===== src/rtl/stream_mux_rr.sv =====
// N-input, W-bit valid/ready stream multiplexer with a registered output stage.
// Grants come from a fixed select index or from a rotating round-robin search.
module stream_mux_rr #(
  parameter  int unsigned N    = 4,
  parameter  int unsigned W    = 8,
  localparam int unsigned SELW = (N > 1) ? $clog2(N) : 1
) (
  input  logic              clk,
  input  logic              rst_n,
  input  logic              mode,
  input  logic [SELW-1:0]   sel,
  input  logic [N*W-1:0]    in_data,
  input  logic [N-1:0]      in_valid,
  output logic [N-1:0]      in_ready,
  output logic [W-1:0]      out_data,
  output logic              out_valid,
  output logic [SELW-1:0]   out_src,
  input  logic              out_ready
);

  logic            out_valid_q, out_valid_d;
  logic [W-1:0]    out_data_q,  out_data_d;
  logic [SELW-1:0] out_src_q,   out_src_d;
  logic [SELW-1:0] ptr_q,       ptr_d;

  logic            load;
  logic            fix_valid;
  logic            rr_valid;
  logic [SELW-1:0] rr_idx;
  logic            grant_valid;
  logic [SELW-1:0] grant_idx;
  logic [W-1:0]    grant_data;
  logic            transfer;

  // Channel index base+off, wrapped into 0..N-1 (off is always < N).
  function automatic logic [SELW-1:0] wrap_add(input logic [SELW-1:0] base,
                                               input int unsigned     off);
    int unsigned s;
    s = 32'(base) + off;
    if (s >= N) s = s - N;
    return SELW'(s);
  endfunction

  assign load = !out_valid_q || out_ready;

  // Fixed select: an out-of-range sel matches no channel and grants nothing.
  always_comb begin
    fix_valid = 1'b0;
    for (int unsigned i = 0; i < N; i++) begin
      if (sel == SELW'(i)) fix_valid = in_valid[i];
    end
  end

  // Round-robin: first requester at or after ptr, wrapping past N-1.
  always_comb begin
    rr_valid = 1'b0;
    rr_idx   = '0;
    for (int unsigned k = 0; k < N; k++) begin
      if (!rr_valid && in_valid[wrap_add(ptr_q, k)]) begin
        rr_valid = 1'b1;
        rr_idx   = wrap_add(ptr_q, k);
      end
    end
  end

  assign grant_valid = mode ? rr_valid : fix_valid;
  assign grant_idx   = mode ? rr_idx   : sel;

  always_comb begin
    in_ready   = '0;
    grant_data = '0;
    for (int unsigned i = 0; i < N; i++) begin
      if (grant_idx == SELW'(i)) begin
        in_ready[i] = rst_n && load && grant_valid;
        grant_data  = in_data[i*W +: W];
      end
    end
  end

  assign transfer = |(in_ready & in_valid);

  // Output stage: load on transfer, drain when free with nothing granted, else hold.
  always_comb begin
    out_valid_d = out_valid_q;
    out_data_d  = out_data_q;
    out_src_d   = out_src_q;
    ptr_d       = ptr_q;
    if (load) out_valid_d = transfer;
    if (transfer) begin
      out_data_d = grant_data;
      out_src_d  = grant_idx;
      if (mode) begin
        ptr_d = (32'(grant_idx) == N - 1) ? '0 : SELW'(32'(grant_idx) + 32'd1);
      end
    end
  end

  always_ff @(posedge clk or negedge rst_n) begin
    if (!rst_n) begin
      out_valid_q <= 1'b0;
      out_data_q  <= '0;
      out_src_q   <= '0;
      ptr_q       <= '0;
    end else begin
      out_valid_q <= out_valid_d;
      out_data_q  <= out_data_d;
      out_src_q   <= out_src_d;
      ptr_q       <= ptr_d;
    end
  end

  assign out_valid = out_valid_q;
  assign out_data  = out_data_q;
  assign out_src   = out_src_q;

endmodule

===== config.mk =====
export PLATFORM = sky130hd
export DESIGN_NAME = stream_mux_rr
export DESIGN_NICKNAME = d
export VERILOG_FILES = /design/src/rtl/stream_mux_rr.sv
export SDC_FILE = /design/constraint.sdc
export NUM_CORES = 1
export LEC_CHECK = 0
export CAP_MARGIN = 20
export CELL_PAD_IN_SITES_DETAIL_PLACEMENT = 1
export CELL_PAD_IN_SITES_GLOBAL_PLACEMENT = 2
export CORE_ASPECT_RATIO = 0.6
export CORE_MARGIN = 5
export CORE_UTILIZATION = 20
export CTS_BUF_LIST = sky130_fd_sc_hd__clkbuf_8 sky130_fd_sc_hd__clkbuf_16
export DETAILED_ROUTE_END_ITERATION = 7
export PLACE_DENSITY = 0.81
export SLEW_MARGIN = 0
export SYNTH_ARGS = -nofsm -noshare
export SYNTH_HDL_FRONTEND = slang
export SYNTH_SLANG_ARGS = --single-unit

===== constraint.sdc =====
create_clock -name clk -period 2.7 [get_ports clk]
set_input_delay 0.54 -clock clk [delete_from_list [all_inputs] [get_ports clk]]
set_output_delay 0.54 -clock clk [all_outputs]
set_load 0.1 [all_outputs]

==> impl_metrics.py <==
metrics = {
    "placement": {
        "port_buffers": 56,
        "dp.cells": 244,
        "post_dp_cell_area_um2": 1890,
        "gp_congestion": 0.820,
        "dp_hpwl_mm": 3.88,
        "place_ws_ns": -1.06,
    },
    "critical_path": {
        "critical_path_required_ns": 2.16,
        "cp_slowest_cell": "or3b_2",
        "path_common_cell": "buf_4",
        "critical-path-max-stage-delay_ns": 0.49,
        "cp_max_fo": 4,
        "path_delay_family": "buffers and inverters",
        "worstPathArrival_ns": 2.23,
        "critPathCaptureType": "primary output",
        "path_buf_inv": 4,
        "startpoint_type": "primary input",
        "worstSetupPathType": "in -> out",
        "path_cells": "clkdlybuf4s15_2, or3b_2, o221ai_4, mux2i_4, buf_4, ha_4, buf_4, and2_4, buf_12",
    },
    "layout": {
        "fin_nets": 236,
        "instances_no_fill": 255,
        "n_antenna_cell": 0,
        "area_growth_pct": 99.7,
        "final_cell_area_um2": 2150,
        "drive_above_1_share_pct": 51.3,
    },
    "floorplan": {
        "io_pins": 57,
        "fp.dieW_um": 105,
        "num_rows": 20,
        "die_area_um2": 7000,
        "coreArea_um2": 5130,
        "die_height_um": 66.8,
        "start_util_pct": 21.0,
    },
    "outcome": {
        "status": "finished with violations",
        "violations": "negative setup slack",
    },
    "clock_tree": {
        "clk_pin_slew_ns": 0.06,
        "cts_tree": "done",
        "cts_buffers": 3,
        "cts_root_buffer": "clkbuf_8",
        "cts_max_level": 1,
        "cts_hold_buf": 0,
        "clock_latency_ns": 0.25,
        "cts.sink_count": 13,
        "clk_path_buf_depth": 2,
    },
    "yosys": {
        "synth_xor_area_share_pct": 0,
        "synth_seq_area_share_pct": 30.2,
        "syn_avg_cell_area_um2": 10.2,
        "yosysTopAreaCell": "dfrtp_1",
        "synth_compound_area_share_pct": 20.2,
        "synthSimpleGateAreaFrac_pct": 19.5,
        "synth_top_family_by_area": "compound AO/OA/AOI/OAI gates",
        "ys_warn_count": 0,
        "synth-main-ff-cell": "dfrtp_1",
        "synthArstFlopShare_pct": 100,
        "netlist_area_um2": 1080,
        "synthAdderAreaFrac_pct": 4.65,
        "synthTopCellsByArea": "dfrtp_1, mux2_4, a221oi_1, o31ai_1, nor2b_1",
        "synthCells": 106,
        "synth.top_cell.area_share_pct": 30.2,
        "yosysUniqueCellTypes": 33,
        "synth-seq-cells": 13,
        "synth_nets": 152,
        "synth_edf_count": 0,
        "muxShareOfSynthArea_pct": 19.7,
    },
    "timing": {
        "fin_ws_ns": -0.0732,
        "skew_ns": 0.00406,
        "worst_pin_slew_ns": 0.414,
        "max_freq_ghz": 0.361,
        "setup_viol": 5,
        "rsz0062_at_grt": "yes",
        "whs_ns": 0.521,
        "max-slew-margin-rel_pct": 72.4,
        "fin_setup_tns_ns": -0.230,
        "final_max_slew_viol_count": 0,
        "fin_crit_ns": 2.77,
        "finalHoldViolCount": 0,
        "min_period_over_period_pct": 103,
    },
    "hold_path": {
        "min_path_type": "reg -> reg",
    },
    "route": {
        "vias": 1156,
        "drc": 0,
        "drt_wl_total_mm": 4.73,
        "avgViaCountPerCell": 4.53,
        "wl_per_cell_um": 18.5,
        "drtIter0Drc": 22,
        "ant_nets": 0,
        "firstDrtPassIters": 4,
    },
    "global_routing": {
        "grt_max_degree": 17,
        "overflow": 0,
        "antenna_found_initial": 0,
        "grt.total_usage_pct": 13.6,
        "grt_pass1_wl_mm": 7.23,
        "grt_pass1_vias": 1279,
    },
    "pwr": {
        "leakage_nw": 0.938,
        "p_per_area_nw_per_um2": 977,
        "vdd_drop_max_v": 0.000495,
    },
    "job": {
        "cap_violations": 0,
    },
}
==> kinds of logic (layout without fill, tap and decap cells) <==
| logic type | count (synthesis) | after routing |
|---|---|---|
| buffers and inverters | 13 | 96 |
| muxes | 15 | 15 |
| and+or+nand+nor | 35 | 35 |
| adders and majority gates | 4 | 4 |
| DFF | 13 | 13 |
| AOI/OAI and AO/OA | 26 | 26 |
==> metal layers <==
metal / share of wire (%) / up-vias / wire, µm / track usage, %
met4: 1.0 / 0 / 48 / 4.78
met1: 50 / 560 / 2380 / 19.3
met2: 45 / 29 / 2140 / 21.0
met5: 0 / - / 0 / 0
li1: - / 565 / - / -
met3: 3.5 / 2 / 166 / 2.23
==> stage by stage <==
step / total power (W) / util [%]
detailed placement: 0.00176 / 36.8
global placement: 0.00172 / 36.8
floorplan: 0.00132 / -
CTS: 0.00201 / 39.8
finish: 0.00210 / 41.9
global route: 0.00219 / 41.9
==> final timing paths <==
path	depth (start not counted)	start	slack [ns]	to
worst max-delay path	9	in_valid[2]	-0.07	in_ready[3]
worst min-delay path	1	out_data[0]	0.52	out_data[0]
worst max register to register	10	ptr_q[1]	0.01	out_src[0]
worst min register to register	1	out_data[0]	0.52	out_data[0]
max in group asynchronous	2	rst_n	1.87	ptr_q[0]
min in group asynchronous	2	rst_n	0.64	out_data[2]
==> power by group <==
part | switching, W | leakage [nW] | internal (W) | total [W]
clock | 0.0000730 | 0.0269 | 0.000101 | 0.000174
combinational | 0.000965 | 0.753 | 0.000578 | 0.00154
sequential | 0.0000931 | 0.158 | 0.000290 | 0.000383
total | 0.00113 | 0.938 | 0.000968 | 0.00210
==> repair_timing <==
action	4_1_cts	5_1_grt
gates resized for setup	37	18
setup endpoints to repair	17	14
pin swaps	3	8
setup buffers	2	5
==> cells in the final DEF (no fill, tap or decap), types with 3 or more instances in the layout <==
cell and count:
dfrtp_1 11, nor2b_1 8, clkbuf_8 3, and2_4 4
o31ai_1 5, clkdlybuf4s50_1 34, mux2_4 9, inv_1 6
mux2_2 3, ha_4 3, buf_4 40, buf_12 5
nand2_1 10, o31ai_2 3, a221oi_1 8
==> sequential cells by signal, summed over array words and instances (netlist names) <==
signal,flops
out_valid,1
out_data,8
ptr_q,2
out_src,2
==> cells in the mapped netlist, drive strengths merged, types with 2 or more instances <==
cell and instances:
and2 4, o31ai 8, and4bb 2, a311oi 2, mux2i 2, buf 3
clkbuf 5, nor2 4, nand2 10, dfrtp 13, a22oi 2, inv 5
ha 4, o221ai 2, nor2b 9, mux2 12, a221oi 8
==> area by class of cell <==
class	count	area [µm²]
Fill cell	560	2980
Timing Repair Buffer	87	821
Sequential cell	13	328
Inverter	5	18.8
Tap cell	66	82.6
Clock inverter	1	3.75
Multi-Input combinational cell	80	853
Clock buffer	3	41.3
Power figures use the tool's default switching activity.
